[config.mk]
export PLATFORM = sky130hd
export DESIGN_NAME = ext_cpu_data_arbiter
export DESIGN_NICKNAME = d
export VERILOG_FILES = /design/src/rtl/ext_cpu_data_arbiter.sv
export SDC_FILE = /design/constraint.sdc
export NUM_CORES = 1
export LEC_CHECK = 0
export ABC_AREA = 1
export BUFFER_PORTS_ARGS = -buffer_cell sky130_fd_sc_hd__buf_2
export CORE_AREA = 4 4 161 163
export CTS_CLUSTER_DIAMETER = 50
export CTS_CLUSTER_SIZE = 8
export DETAILED_ROUTE_END_ITERATION = 10
export DIE_AREA = 0 0 165 167
export HOLD_SLACK_MARGIN = 0.05
export PLACE_DENSITY_LB_ADDON = 0.3
export SLEW_MARGIN = 25
export SYNTH_ARGS = -nofsm -noshare
export SYNTH_HDL_FRONTEND = slang
export SYNTH_SLANG_ARGS = --single-unit
[constraint.sdc]
create_clock -name clk_i -period 3 [get_ports clk_i]
set_clock_uncertainty 0.05 [all_clocks]
set_input_delay 0.3 -clock clk_i [delete_from_list [all_inputs] [get_ports clk_i]]
set_output_delay 0.3 -clock clk_i [all_outputs]
set_load 0.005 [all_outputs]
[src/rtl/ext_cpu_data_arbiter.sv]
// ext_cpu_data_arbiter: shares one OBI data port between NHARTS cv32e20 data
// interfaces. Round-robin selection with combinational grant forwarding, a
// response-ID FIFO that routes rvalid/rdata back to the issuing hart, and a
// lock that keeps a presented-but-ungranted request sourced from one hart.
// Optional macro EXT_CPU_ARB_FIXED_PRIO_EN: fixed priority (lowest index wins).

package ext_cpu_data_arbiter_pkg;
    typedef struct packed {
        logic        req;
        logic        we;
        logic [3:0]  be;
        logic [31:0] addr;
        logic [31:0] wdata;
    } obi_req_t;

    typedef struct packed {
        logic        gnt;
        logic        rvalid;
        logic [31:0] rdata;
    } obi_resp_t;
endpackage

module ext_cpu_data_arbiter
    import ext_cpu_data_arbiter_pkg::*;
#(
    parameter int unsigned NHARTS          = 3,
    parameter int unsigned MAX_OUTSTANDING = 2
) (
    input  logic                                 clk_i,
    input  logic                                 rst_i,
    input  obi_req_t                             core_req_i  [NHARTS],
    output obi_resp_t                            core_resp_o [NHARTS],
    output obi_req_t                             bus_req_o,
    input  obi_resp_t                            bus_resp_i,
    output logic [$clog2(MAX_OUTSTANDING+1)-1:0] outstanding_o,
    output logic                                 err_o
);

    localparam int unsigned HW = (NHARTS > 1) ? $clog2(NHARTS) : 1;
    localparam int unsigned OW = $clog2(MAX_OUTSTANDING + 1);
    localparam int unsigned PW = (MAX_OUTSTANDING > 1) ? $clog2(MAX_OUTSTANDING) : 1;

    logic [HW-1:0] rr_ptr_q, rr_ptr_d;
    logic          lock_q, lock_d;
    logic [HW-1:0] lock_id_q, lock_id_d;
    logic [HW-1:0] ids_q [MAX_OUTSTANDING];
    logic [PW-1:0] wr_ptr_q, wr_ptr_d;
    logic [PW-1:0] rd_ptr_q, rd_ptr_d;
    logic [OW-1:0] occ_q, occ_d;
    logic          err_q, err_d;

    logic          any_req;
    logic [HW-1:0] sel;
    logic          full;
    logic          handshake;
    logic          pop;
    logic [HW-1:0] head;

    assign full          = (occ_q == OW'(MAX_OUTSTANDING));
    assign head          = ids_q[rd_ptr_q];
    assign outstanding_o = occ_q;
    assign err_o         = err_q;

    // Select the locked hart, otherwise the first requester from rr_ptr_q onward
    always_comb begin : sel_comb
        logic        found;
        int unsigned idx;
        any_req = 1'b0;
        found   = 1'b0;
        sel     = '0;
        idx     = 0;
        for (int unsigned i = 0; i < NHARTS; i++) begin
            any_req = any_req | core_req_i[i].req;
        end
        if (lock_q) begin
            sel = lock_id_q;
        end else begin
            for (int unsigned i = 0; i < NHARTS; i++) begin
                idx = (32'(rr_ptr_q) + i) % NHARTS;
                if (!found && core_req_i[idx].req) begin
                    found = 1'b1;
                    sel   = HW'(idx);
                end
            end
        end
    end

    // Forward the selected request; withhold req while the ID FIFO is full
    always_comb begin
        bus_req_o = '0;
        if (any_req) begin
            bus_req_o     = core_req_i[sel];
            bus_req_o.req = ~full;
        end
    end

    assign handshake = bus_req_o.req & bus_resp_i.gnt;
    assign pop       = bus_resp_i.rvalid & (occ_q != '0);

    // Route gnt to the selected hart and rvalid/rdata to the FIFO head hart
    always_comb begin
        for (int unsigned i = 0; i < NHARTS; i++) begin
            core_resp_o[i] = '0;
        end
        if (handshake) begin
            core_resp_o[sel].gnt = 1'b1;
        end
        if (pop) begin
            core_resp_o[head].rvalid = 1'b1;
            core_resp_o[head].rdata  = bus_resp_i.rdata;
        end
    end

    // Next-state for arbitration, lock, FIFO pointers, occupancy and error flag
    always_comb begin
        rr_ptr_d  = rr_ptr_q;
        lock_d    = lock_q;
        lock_id_d = lock_id_q;
        wr_ptr_d  = wr_ptr_q;
        rd_ptr_d  = rd_ptr_q;
        occ_d     = occ_q;
        err_d     = err_q;

        if (handshake) begin
            lock_d = 1'b0;
`ifdef EXT_CPU_ARB_FIXED_PRIO_EN
            rr_ptr_d = '0;
`else
            rr_ptr_d = (32'(sel) == NHARTS - 1) ? '0 : sel + HW'(1);
`endif
            wr_ptr_d = (32'(wr_ptr_q) == MAX_OUTSTANDING - 1) ? '0 : wr_ptr_q + PW'(1);
        end else if (bus_req_o.req) begin
            lock_d    = 1'b1;
            lock_id_d = sel;
        end

        if (pop) begin
            rd_ptr_d = (32'(rd_ptr_q) == MAX_OUTSTANDING - 1) ? '0 : rd_ptr_q + PW'(1);
        end

        case ({handshake, pop})
            2'b10:   occ_d = occ_q + OW'(1);
            2'b01:   occ_d = occ_q - OW'(1);
            default: occ_d = occ_q;
        endcase

        if (bus_resp_i.rvalid && (occ_q == '0)) begin
            err_d = 1'b1;
        end
    end

    // State registers with synchronous reset
    always_ff @(posedge clk_i) begin
        if (rst_i) begin
            rr_ptr_q  <= '0;
            lock_q    <= 1'b0;
            lock_id_q <= '0;
            wr_ptr_q  <= '0;
            rd_ptr_q  <= '0;
            occ_q     <= '0;
            err_q     <= 1'b0;
            for (int unsigned i = 0; i < MAX_OUTSTANDING; i++) begin
                ids_q[i] <= '0;
            end
        end else begin
            rr_ptr_q  <= rr_ptr_d;
            lock_q    <= lock_d;
            lock_id_q <= lock_id_d;
            wr_ptr_q  <= wr_ptr_d;
            rd_ptr_q  <= rd_ptr_d;
            occ_q     <= occ_d;
            err_q     <= err_d;
            if (handshake) begin
                ids_q[wr_ptr_q] <= sel;
            end
        end
    end

endmodule

==> PnR_summary.wiki <==
{| class="wikitable"
! Metric !! Value
|-
| Most common cell after layout, fill and taps aside || buf_2
|-
| H-tree levels || 1
|-
| Required time at the endpoint of the critical path || around 2700 ps
|-
| Hold Path Sink || err_o
|-
| Leak || 3.99 nW
|-
| Placeable core region || 24300 um^2
|-
| Number of cells on the worst reg-to-reg path || 15
|-
| Total count of hold-check failures in the final report || 0
|-
| Total overflow reported by the global router || 0
|-
| Die Height || approximately 170 um
|-
| Critical path peak fanout || 18
|-
| Run status || finished clean
|-
| Most area-consuming cells after synthesis || nand2_1 (25%), nand3_1 (20%), nor2_1 (12%), a21oi_1 (11%), dfxtp_1 (6.0%)
|-
| Worst Path Class, Setup || flip-flop to output pin
|-
| Distinct cell type count of the synthesized netlist || 25
|-
| Synthesized netlist net count || around 1000
|-
| Yosys warnings || 0
|-
| IO Pins || 421
|-
| Sinks on Clock Net || 15
|-
| Fin crit share || 94.0%
|-
| Average size of a mapped cell || 4.86 um^2
|-
| Vias in the first global route || about 6000
|-
| Port Buffers || 420
|-
| Minimum period implied by the final worst setup slack || 2820 ps
|-
| Weighted congestion reported at the end of routability-driven placement || approximately 0.85
|-
| Detailed router's first-iteration violation count || 384
|-
| Area delta synth->final || 74.1%
|-
| Most repeated library cell on the critical path || nand3_1
|-
| Reg2Reg Setup Slack || slightly below 900 ps
|-
| Skew-Pair Late Insertion Delay || ~250 ps
|-
| Critical-path cell with the highest stage delay || dfxtp_4
|-
| Total of flip-flops plus latches after synthesis || 15
|-
| Post-synthesis sequential area ratio || a little under a tenth
|-
| Number of max-capacitance violations reported || 0
|-
| First-pass GRT wire length || ~32 mm
|-
| Critical path's top delay family || buffers and inverters
|-
| Detailed Route WL || around 23 mm
|-
| Setup violations, final || 0
|-
| Full die area || between 20000 and 30000 um^2
|-
| CTS Buf Count || 3
|-
| Number of buffer and inverter instances along the worst setup path || 6
|-
| Initial cell density of the core || between 10% and 20%
|-
| Achievable clock frequency || about 350 MHz
|-
| IR Drop Worst-Case VDD || 0.439 mV
|-
| Drt drc || 0
|-
| Detailed Routing Iterations Pass 1 || 5
|-
| Critical Path End Type || output pin
|-
| Final setup TNS || 0 ps
|-
| Number of vias per cell after detailed routing || around 4.3
|-
| Global-route total usage across every layer || approximately 15%
|-
| Hold slack final || 196 ps
|-
| Via total after detailed routing || approximately 6300
|-
| Hold path startpoint || rst_i
|-
| Buffer levels on the longest clock path || 2
|-
| Data arrival time of the critical path || 2470 ps
|-
| Number of buffers inserted for hold repair after clock tree synthesis || 0
|-
| Post-layout instance area || about 6400 um^2
|-
| Number of rows in the core area || 57
|-
| Share of Yosys cell area claimed by the top area cell type || roughly a quarter
|-
| FF-to-FF Start || rr_ptr_q[0]
|-
| Summed instance area of the synthesized netlist || around 3700 um^2
|-
| Post-DRT Antenna Nets || 0
|-
| Fill cell count || 2851
|-
| Number of instances on the worst hold path || 2
|-
| Largest net degree at the start of global routing || 70
|-
| Share of post-route cells with drive strength above 1 || between 40% and 50%
|-
| Slew at the pin closest to its max-slew limit || 419 ps
|-
| Worst hold path type || primary input to flip-flop
|-
| Critical-path cell list || inv_2, ha_4, inv_4, nand2_1, nand3_1, nand2_2, nand2_2, inv_2, nand3_1, nand2_1, o21ai_4, buf_4, bufbuf_16, nand3_1, a21oi_1, buf_2
|-
| Synth area leader || nand2_1
|-
| Clock tree from TritonCTS || done
|-
| Clock-pin slew reported for the worst setup and hold paths after clock tree synthesis || ~50 ps
|-
| Mapped Cells || between 700 and 800
|-
| Worst reg2reg path endpoint || rr_ptr_q[1]
|-
| Final Max Tran Viols || 0
|-
| Average wire per standard cell || approximately 16 um
|-
| Instance area at placement || around 6100 um^2
|-
| Setup repair after global routing missed its margin || false
|-
| Stage delay of the slowest cell on the critical path || 370 ps
|-
| Commonest cells after routing, fill and taps aside || buf_2 (420), nand2_1 (243), nand3_1 (149)
|-
| Post-layout net count || 1398
|-
| Floorplan die width || roughly 170 um
|-
| Initial antenna violation count || 1
|-
| Worst setup SP type || flip-flop
|-
| HPWL Detailed || 17.8 mm
|-
| PwrDens || 766 nW/um^2
|-
| Max_slew headroom || between 70% and 80%
|-
| Clk Tree Root Cell || clkbuf_16
|}
power by group:
group | internal, mW | total (mW) | switching, mW
Clock | 0.178 | 0.262 | 0.0835
Combinational | 1.79 | 4.33 | 2.54
Sequential | 0.252 | 0.287 | 0.0341
cells in the mapped netlist:
library cell and number:
nand2_1 244, nand3_1 149, nor2_1 113, a21oi_1 77, inv_1 55, buf_2 22
clkbuf_1 19, buf_6 14, dfxtp_1 11, o21ai_0 10, inv_2 6, ha_1 5
edfxtp_1 4, nand2_2 4, nor3_1 4, o21ai_1 4, buf_1 3, buf_4 2
nand2_4 1, nand3_2 1, nand3_4 1, nand4_1 1, o211ai_1 1, o21ai_4 1
or2_2 1
how the worst max path moves through the flow:
stage | startpoint | endpoint | depth (start not counted)
after floorplan | rr_ptr_q[0] | bus_req_o[18] | 14
after global placement | rr_ptr_q[0] | bus_req_o[38] | 16
after detailed placement | rr_ptr_q[0] | bus_req_o[38] | 16
after CTS | rr_ptr_q[1] | bus_req_o[49] | 17
after global routing | rr_ptr_q[1] | bus_req_o[35] | 17
final | rr_ptr_q[0] | bus_req_o[27] | 16
repair_timing:
action / in CTS / in global routing
resized for setup: 4 / 19
setup endpoints to repair: 6 / 71
gates cloned: 2 / 1
pin swaps: 1 / 3
hold endpoints to repair: 0 / 0
setup buffers: 4 / 1
state kept, by name (all words and copies together), names as in the netlist, named ones only:
register	cells
rr_ptr_q	2
err_o	1
ids_q	4
wr_ptr_q	1
lock_id_q	2
rd_ptr_q	1
outstanding_o	2
lock_q	1
per-layer routing:
layer / wire, um / track usage [%]
met3: 1930 / 2.52
met4: 398 / 3.07
met1: 8740 / 16.3
met5: 7 / 0
met2: 11900 / 28.3
layout make-up:
class	count	area, um^2	area share [%]
Antenna cell	1	2.50	0.0393
Clock buffer	3	75.1	1.18
Clock inverter	1	5.00	0.0786
Inverter	61	234	3.67
Multi-Input combinational cell	617	2800	44.0
Sequential cell	15	345	5.42
Tap cell	324	405	6.37
Timing Repair Buffer	449	2500	39.2
cell families after synthesis:
group	synth area share (%)
DFF	9.30
buffers and inverters	16.2
AOI/OAI and AO/OA	13.1
and+or+nand+nor	59.6
adders and majority gates	1.71
worst register-to-register path: stages (launching register included):
cell and delay (ps):
dfxtp_4 370, inv_2 60, ha_4 260, inv_4 70
nand2_1 50, nand3_1 80, nand2_2 70, nand2_2 80
inv_2 40, nand3_1 50, nand2_1 80, o21ai_4 180
buf_4 300, inv_1 120, nand3_1 90, o21ai_0 80
metrics by stage:
stage	std cells	utilization, %	total power [mW]	worst slack (ps)
2_1_floorplan	753	-	2.75	693
3_3_place_gp	1458	25.0	4.30	229
3_5_place_dp	1458	25.0	4.28	220
4_1_cts	1468	25.8	4.81	7.80
5_1_grt	1470	26.2	5.38	0.217
6_report	1471	26.2	4.88	181
Power figures use the tool's default switching activity.
